File: config.mk
export PLATFORM = sky130hd
export DESIGN_NAME = generic_acc_window
export DESIGN_NICKNAME = d
export VERILOG_FILES = /design/src/rtl/generic_acc_pkg.sv /design/src/rtl/pair_add_reg.sv /design/src/rtl/generic_acc_window.sv
export SDC_FILE = /design/constraint.sdc
export NUM_CORES = 1
export LEC_CHECK = 0
export BUFFER_PORTS_ARGS = -buffer_cell sky130_fd_sc_hd__buf_2
export CAP_MARGIN = 20
export CORE_ASPECT_RATIO = 0.8
export CORE_UTILIZATION = 40
export DETAILED_ROUTE_END_ITERATION = 8
export GPL_TIMING_DRIVEN = 0
export SYNTH_ARGS = -nofsm -noshare
export SYNTH_HDL_FRONTEND = slang
export SYNTH_SLANG_ARGS = --single-unit
File: constraint.sdc
create_clock -name clk -period 3.05 [get_ports clk]
set_clock_uncertainty 0.2 [all_clocks]
set_input_delay 0.305 -clock clk [delete_from_list [all_inputs] [get_ports clk]]
set_output_delay 0.305 -clock clk [all_outputs]
set_load 0.01 [all_outputs]
File: src/rtl/generic_acc_pkg.sv
// Shared state encoding and default widths for the windowed accumulator.
package generic_acc_pkg;

  typedef enum logic {
    IDLE = 1'b0,
    FILL = 1'b1
  } acc_state_t;

  localparam int unsigned DEF_IN_W    = 21;
  localparam int unsigned DEF_ACC_W   = 32;
  localparam int unsigned DEF_WIN_LEN = 16;

endpackage

File: src/rtl/pair_add_reg.sv
// Registered, enabled adder: sum <= A+B and valid <= en on each rising edge.
// Ports: clk, rst (async, active-high), en, A, B -> sum (IN_W+1 bits), valid.
module pair_add_reg
  import generic_acc_pkg::*;
#(
  parameter int unsigned IN_W = DEF_IN_W
) (
  input  logic            clk,
  input  logic            rst,
  input  logic            en,
  input  logic [IN_W-1:0] A,
  input  logic [IN_W-1:0] B,
  output logic [IN_W:0]   sum,
  output logic            valid
);

  always_ff @(posedge clk or posedge rst) begin
    if (rst) begin
      sum   <= '0;
      valid <= 1'b0;
    end else begin
      valid <= en;
      if (en) begin
        sum <= {1'b0, A} + {1'b0, B};
      end
    end
  end

endmodule

File: src/rtl/generic_acc_window.sv
// Two-stage windowed accumulator: stage 1 registers A+B, stage 2 sums
// WIN_LEN accepted samples and publishes the window result on acc_out.
// Ports: clk, rst (async, active-high), en, clr, in_valid, A, B ->
//        acc_out, out_valid, ovf, busy.
module generic_acc_window
  import generic_acc_pkg::*;
#(
  parameter int unsigned IN_W     = DEF_IN_W,
  parameter int unsigned ACC_W    = DEF_ACC_W,
  parameter int unsigned WIN_LEN  = DEF_WIN_LEN,
  parameter int unsigned SATURATE = 1
) (
  input  logic             clk,
  input  logic             rst,
  input  logic             en,
  input  logic             clr,
  input  logic             in_valid,
  input  logic [IN_W-1:0]  A,
  input  logic [IN_W-1:0]  B,
  output logic [ACC_W-1:0] acc_out,
  output logic             out_valid,
  output logic             ovf,
  output logic             busy
);

  localparam int unsigned CNT_W = $clog2(WIN_LEN + 1);
  localparam logic [CNT_W-1:0] LAST_CNT = CNT_W'(WIN_LEN - 1);

  generate
    if (ACC_W < IN_W + 1) begin : g_bad_acc_w
      $error("generic_acc_window: ACC_W must be at least IN_W+1");
    end
    if (WIN_LEN < 1) begin : g_bad_win_len
      $error("generic_acc_window: WIN_LEN must be at least 1");
    end
  endgenerate

  logic             accept;
  logic [IN_W:0]    p;
  logic             p_valid;
  logic [ACC_W-1:0] acc, acc_nxt, step_sum;
  logic [ACC_W:0]   sum_ext;
  logic [CNT_W-1:0] cnt, cnt_nxt;
  logic             win_ovf, win_ovf_nxt, step_ovf;
  logic             done;
  acc_state_t       state, state_nxt;

  // clr suppresses acceptance so a sample offered alongside it is dropped.
  assign accept = en & in_valid & ~clr;

  pair_add_reg #(
    .IN_W(IN_W)
  ) u_stage1 (
    .clk  (clk),
    .rst  (rst),
    .en   (accept),
    .A    (A),
    .B    (B),
    .sum  (p),
    .valid(p_valid)
  );

  always_comb begin
    sum_ext     = {1'b0, acc} + (ACC_W + 1)'(p);
    step_ovf    = win_ovf | sum_ext[ACC_W];
    step_sum    = (SATURATE != 0 && sum_ext[ACC_W]) ? '1 : sum_ext[ACC_W-1:0];
    acc_nxt     = acc;
    cnt_nxt     = cnt;
    win_ovf_nxt = win_ovf;
    done        = 1'b0;
    if (clr) begin
      acc_nxt     = '0;
      cnt_nxt     = '0;
      win_ovf_nxt = 1'b0;
    end else if (p_valid) begin
      if (cnt == LAST_CNT) begin
        // Final sample goes straight to acc_out; the next window starts clean
        // on the same edge so there is no bubble between windows.
        done        = 1'b1;
        acc_nxt     = '0;
        cnt_nxt     = '0;
        win_ovf_nxt = 1'b0;
      end else begin
        acc_nxt     = step_sum;
        cnt_nxt     = cnt + CNT_W'(1);
        win_ovf_nxt = step_ovf;
      end
    end
  end

  // Next state mirrors next count / next p_valid (p_valid follows accept).
  always_comb begin
    state_nxt = IDLE;
    if (cnt_nxt != '0 || accept) begin
      state_nxt = FILL;
    end
  end

  always_ff @(posedge clk or posedge rst) begin
    if (rst) begin
      state <= IDLE;
    end else begin
      state <= state_nxt;
    end
  end

  always_ff @(posedge clk or posedge rst) begin
    if (rst) begin
      acc       <= '0;
      cnt       <= '0;
      win_ovf   <= 1'b0;
      acc_out   <= '0;
      ovf       <= 1'b0;
      out_valid <= 1'b0;
    end else begin
      acc       <= acc_nxt;
      cnt       <= cnt_nxt;
      win_ovf   <= win_ovf_nxt;
      out_valid <= done;
      if (done) begin
        acc_out <= step_sum;
        ovf     <= step_ovf;
      end
    end
  end

  assign busy = (state == FILL);

endmodule

* Yosys cells after proc, flatten, opt, wreduce, memory -nomap -nowiden
Cells that the tools add are included.
** Word-level totals
- Register bits after elaboration :: 96
- Output and inout bits :: 35
** Cells by class
- Eq/ne operators :: 1
- Reduce and logical (&&, ||, !) cells :: 3
- Muxes and demuxes :: 14
- Add/subtract/negate cells :: 3
- Bitwise logic cells :: 4
** Operators by type and width (count)
- $mux 32 :: 4
- $add 32x22->33 :: 1
- $add 21x21->22 :: 1
- $mux 5 :: 3
- $mux 1 :: 7
- $add 5x1->5 const B :: 1
- $eq 5x4->1 const B :: 1
- $reduce_bool 5->1 :: 1
- $and 1x1->1 :: 2
- $reduce_bool 2->1 :: 1
- $logic_or 1x1->1 :: 1
- $not 1->1 :: 1
- $or 1x1->1 :: 1

* Logic depth before layout (Yosys ltp)
- Depth in word-level cells :: 7
- Depth in mapped cells :: 11

* Hierarchy
Synthesis repeated with hierarchy kept, for this count alone.
** Second synthesis, totals
- Cells, all modules :: 730
- Area total of the unflattened synthesis :: 6421.2 um2
** By module, submodules not included
- generic_acc_window :: cells an instance 507, seq. area each 1826.8 um2, area each 4429.2 um2, instances 1
- pair_add_reg :: cells an instance 223, seq. area each 575.6 um2, area each 1991.9 um2, instances 1

* Least setup slack after synthesis
No wires, ideal clock.
- Kind :: reg-to-reg
- From :: register u_stage1.sum[0]
- To :: register acc_out[17]
- Setup slack :: 0.168 ns
- Stages on the path, launching flop included :: 12
- Clock period less this slack :: 2.882 ns
- Required time :: 2.720 ns
- Arrival time :: 2.552 ns
- Path through :: dfrtp_1 -> ha_1 -> fa_1 -> a211oi_1 -> o211ai_1 -> a21oi_1 -> a211o_1 -> a211o_1 -> buf_2 -> o21ai_0 -> nor3_1 -> o21ai_0
** Between the ends
- Word-level cells in the longest chain between the ends :: 2
** Ends and longest elaborated chain
- start: declaration :: RTL line pair_add_reg.sv:13 : output logic [IN_W:0] sum,
- start signal: assignment :: RTL line pair_add_reg.sv:24 : sum <= {1'b0, A} + {1'b0, B};
- $add 32x22->33 :: RTL line generic_acc_window.sv:64 : sum_ext = {1'b0, acc} + (ACC_W + 1)'(p);
- $mux 32 :: RTL line generic_acc_window.sv:66 : step_sum = (SATURATE != 0 && sum_ext[ACC_W]) ? '1 : sum_ext[ACC_W-1:0];
- end signal: assignment :: RTL line generic_acc_window.sv:121 : acc_out <= step_sum;
- end: declaration :: RTL line generic_acc_window.sv:20 : output logic [ACC_W-1:0] acc_out,
Every way passes these cells.
A chain may end at the register's enable or synchronous reset.

* Worst setup path after layout
- From :: register u_stage1.sum[0]
- To :: register acc_out[18]
The elaborated chain is that of the path after synthesis.

==> impl_summary.md <==
Power
IR analysis of the VDD net gives a maximum drop of 0.212 mV. Of the total power, combinational logic draws between 20% and 30%. The switching share of power is about a third. The part of the total power dissipated in sequential elements is between 40% and 50%.

Cell internal power was estimated by the tool at 2310 uW. Of the total power, the clock network draws between 30% and 40%. The net switching power figure is roughly 1100 uW. Dividing total power by cell area gives a power density of roughly 480 nW/um2. The leakage power total is about 0.0034 uW.

Synth
Of the post-synthesis cell area, the dominant cell type holds 40.5%. The fraction of synthesis flops using an asynchronous set or reset pin is 100%. In this run, synthesis inferred 0 flip-flops with an integrated enable. After synthesis, the netlist uses 54 different library cells. The Yosys step of the flow raised 0 warnings. Of all cell types, the one taking the most synthesized area is sky130_fd_sc_hd__dfrtp_1.

In this run the mean area of a mapped cell was 8.85 um2. The net count after synthesis is roughly 760. For this run, the leading register cell type out of synthesis is sky130_fd_sc_hd__dfrtp_1. Counting every instance in the synthesized netlist gives 670.

The mapped cell area is a little under 6000 um2. The post-synthesis register bit count is 96. After synthesis, the cell types taking the most area are sky130_fd_sc_hd__dfrtp_1, sky130_fd_sc_hd__ha_1, sky130_fd_sc_hd__o21ai_0. Sequential elements use roughly two fifths of the synthesized area.

Floorplanning
The starting utilization of the core area is between 40% and 50%. The overall die width is about 140 um. The die footprint is approximately 15000 um2. The chip height is approximately 110 um. The number of ports placed on the die boundary is ~80. The core area is about 14000 um2. The number of rows in the core area is 39.

Routing
In the routed layout, each cell is associated on average with a via count of approximately 5.4. Once detail routing completed, the nets flagged for antenna violations numbered 0. The detailed-routing iteration count for the pre-antenna-repair pass is 7. The average wire length per cell after detail routing is ~15 um. The routed via count is between 5k and 6k.

The post-detailed-routing wire length is approximately 15000 um. After the first detailed-routing iteration, the DRC count stood at about 400. After detailed routing, the number of remaining DRC violations is 6.

Clocking
TritonCTS built the clock tree. The maximum clock insertion buffer count is 2. The clock net in this run drives a total of between 90 and 100 sinks. The number of buffers created by CTS is 9. The tree is rooted in a sky130_fd_sc_hd__clkbuf_16. The H-tree depth reported by CTS is 3. After clock tree synthesis, the clock-pin slew on the worst setup and hold paths is roughly 0.070 ns.

For the worst-skew pair, the clock arrives at the later sink with an insertion delay of 0.35 ns.

Global routing
The number of global-route vias before repair is just over 5k. Entering global routing, the biggest net connects 73 pins. The initial antenna violation count came to 0.

In the global route stage, overall resource usage came out at around a fifth. The first global-routing pass estimated 24900 um of wire. The total overflow left after global routing is 0.

Setup path
The worst register-to-register path ends at acc_out[18]. The cell at the slowest stage of the critical path is sky130_fd_sc_hd__dfrtp_2. The element type at the critical path end is a flop. On the worst path, the slowest cell contributes a delay of between 0.4 and 0.5 ns. The instance count on the critical path is 11. The number of cells traversed by the worst register-to-register path is 11. The cell type group with the largest total delay on the critical path is compound AO/OA/AOI/OAI gates. The buffers plus inverters on the worst setup path is 1.

Walking the worst path, the cells encountered are ha_4 -> fa_2 -> a211oi_2 -> o211ai_1 -> a21oi_2 -> buf_4 -> o21bai_4 -> o31ai_4 -> xnor2_1 -> nor2_1 -> o21ai_1. In this run the critical register-to-register path is launched from u_stage1.sum[0]. The kind of start point of the critical path is a flop. The slack of the worst reg-to-reg path is around 0.11 ns. The start-to-end type of the worst setup path is flop to flop. Following the worst setup path forward leads to its endpoint at acc_out[18]. Of all nets on the critical path, the largest fanout is 3. The data arrival at the endpoint of the critical path is 2.95 ns. The data required time at the worst endpoint is about 3.1 ns. The launch point of the critical path is u_stage1.sum[0].

Cells and area
Summing all non-filler instances in the final layout gives an area of 7120 um2. Compared with the post-synthesis result, the final layout area differs by 20.1%. In the final layout, the share of cells above drive strength 1 is 19.2%. The layout has between 1k and 1.5k filler cells. The repair_antennas step left the layout with diodes totalling 0. The layout net count is a little under 900.

STA
Timing would allow up to about 340 MHz. The worst slew margin relative to its limit is about three fifths. Setup violations remaining at the end of the flow were counted as 0. The final total negative setup slack is 0 ns. Setup repair after global routing could not meet its margin everywhere. The post-route fraction of the period consumed by the critical path is a little over nine tenths. The routed design could run at a clock period as short as around 2.9 ns. The slack of the critical path is ~0.11 ns.

The number of max-slew violations in the final report came to 0. The worst-margin pin slew is roughly 0.62 ns. Across all hold checks on the routed design, the worst slack comes to 0.0221 ns.

The hold violation total from the final report is 0.

Placement
The placer congestion estimate is just under 0.9. The HPWL after detailed placement is roughly 11000 um. At the placement stage, the worst setup path has a slack of -0.562 ns.

Port buffering added between 80 and 90 buffers. After detailed placement, the total cell area comes to about 6600 um2.

Hold path
The path class of the tightest hold or removal check is input pin to flop.

Outcome
The flow ran to the end, but the final reports show violations. The checks that failed: DRC.

Flow run
Across the run, the number of max-cap violations was 0.
==> final cells by class <==
cell class	count	area, um2	share of cell area, %
well taps	184	230	3.23
repair buffers	94	526	7.38
clock inverters	5	31.3	0.439
plain buffers	26	125	1.76
multi-input cells	534	3510	49.3
flip-flops and latches	96	2400	33.7
clock buffers	11	243	3.41
inverters	14	55.1	0.773
==> metrics by stage <==
| step | total power (uW) | utilization (%) | std cells |
|---|---|---|---|
| after global routing | 3620 | 49.5 | 964 |
| final | 3390 | 49.5 | 964 |
| after detailed placement | 2300 | 45.8 | 936 |
| after CTS | 3390 | 48.3 | 958 |
| after global placement | 2290 | 45.6 | 935 |
| after floorplan | 2060 | - | 670 |
==> cells in the final DEF, fill, tap and decap left out, drive strengths merged, types with 3 or more instances in the layout <==
cell type	synthesis	final
a211oi	17	17
a21o	19	19
a21oi	36	36
a22o	4	4
a22oi	3	3
a31oi	10	10
and2	5	5
and3	7	7
buf	4	97
clkbuf	22	33
clkinv	0	3
dfrtp	96	96
ha	44	44
inv	14	15
nand2	97	97
nand2b	3	3
nand3	23	23
nand4	7	7
nor2	64	64
nor3	4	4
o211ai	6	6
o21a	6	6
o21ai	82	82
o21bai	6	6
o22a	5	5
o22ai	4	4
o31ai	5	5
or2	4	4
or3	4	4
or4	4	4
xnor2	29	29
xor2	13	13
==> cells in the mapped netlist, types with 5 or more instances <==
cell type and number:
sky130_fd_sc_hd__o31ai_1 5, sky130_fd_sc_hd__dfrtp_1 96, sky130_fd_sc_hd__o22a_1 5, sky130_fd_sc_hd__o21ai_0 79, sky130_fd_sc_hd__ha_1 44, sky130_fd_sc_hd__o21bai_1 6
sky130_fd_sc_hd__o211ai_1 6, sky130_fd_sc_hd__and3_1 7, sky130_fd_sc_hd__nand3_1 23, sky130_fd_sc_hd__o21a_1 6, sky130_fd_sc_hd__and2_1 5, sky130_fd_sc_hd__nor2_1 64
sky130_fd_sc_hd__nand2_1 97, sky130_fd_sc_hd__a21o_1 19, sky130_fd_sc_hd__xnor2_1 29, sky130_fd_sc_hd__inv_1 14, sky130_fd_sc_hd__a211oi_1 16, sky130_fd_sc_hd__nand4_1 7
sky130_fd_sc_hd__a31oi_1 9, sky130_fd_sc_hd__a21oi_1 36, sky130_fd_sc_hd__xor2_1 13, sky130_fd_sc_hd__clkbuf_1 21
==> power groups by stage <==
stage          combinational (uW)  clock [uW]  sequential [uW]
4_1_cts                       835        1090             1460
3_5_place_dp                  818           0             1490
3_3_place_gp                  801           0             1480
2_1_floorplan                 599           0             1460
5_1_grt                       984        1150             1480
6_report                      870        1050             1470
==> flip-flops by register name, summed over array words and instances, names as in the netlist <==
| signal | flops |
|---|---|
| out_valid | 1 |
| ovf | 1 |
| busy | 1 |
| acc | 32 |
| u_stage1.sum | 22 |
| u_stage1.valid | 1 |
| win_ovf | 1 |
| cnt | 5 |
| acc_out | 32 |
==> metal layers <==
metal / wire [um] / GRT usage [%] / vias up
li1: - / - / 2621
met1: 7630 / 29.8 / 2432
met2: 6130 / 29.4 / 149
met3: 752 / 3.20 / 23
met4: 325 / 9.74 / 0
met5: 0 / 0 / -
==> cell families (layout without fill, tap and decap cells) <==
logic type      count (synthesis)  after routing  synth area share, %
mux                             2              2                0.337
flops                          96             96                 40.5
fa+ha+maj                      46             46                 9.96
buf+inv                        40            150                 2.85
simple gates                  230            230                 17.4
xor+xnor                       42             42                 6.20
compound gates                214            214                 22.8
==> worst min path at each step <==
stage / slack (ns) / depth (start not counted) / end / startpoint
3_3_place_gp: 0.26 / 2 / acc_out[28] / acc_out[28]
4_1_cts: 0.01 / 2 / cnt[2] / clr
2_1_floorplan: 0.18 / 1 / cnt[1] / clr
5_1_grt: 0.03 / 2 / cnt[1] / clr
6_report: 0.02 / 2 / cnt[1] / clr
3_5_place_dp: 0.11 / 2 / acc_out[28] / rst
==> what timing repair did <==
item / 4_1_cts / 5_1_grt
resized for setup: 8 / 31
pin swaps: 6 / 16
setup endpoints to repair: 66 / 27
buffers inserted: 5 / 6
endpoints found under the hold margin: 24 / 0
hold buffers: 1 / 0
No activity file was read; power rests on OpenSTA's default activity.
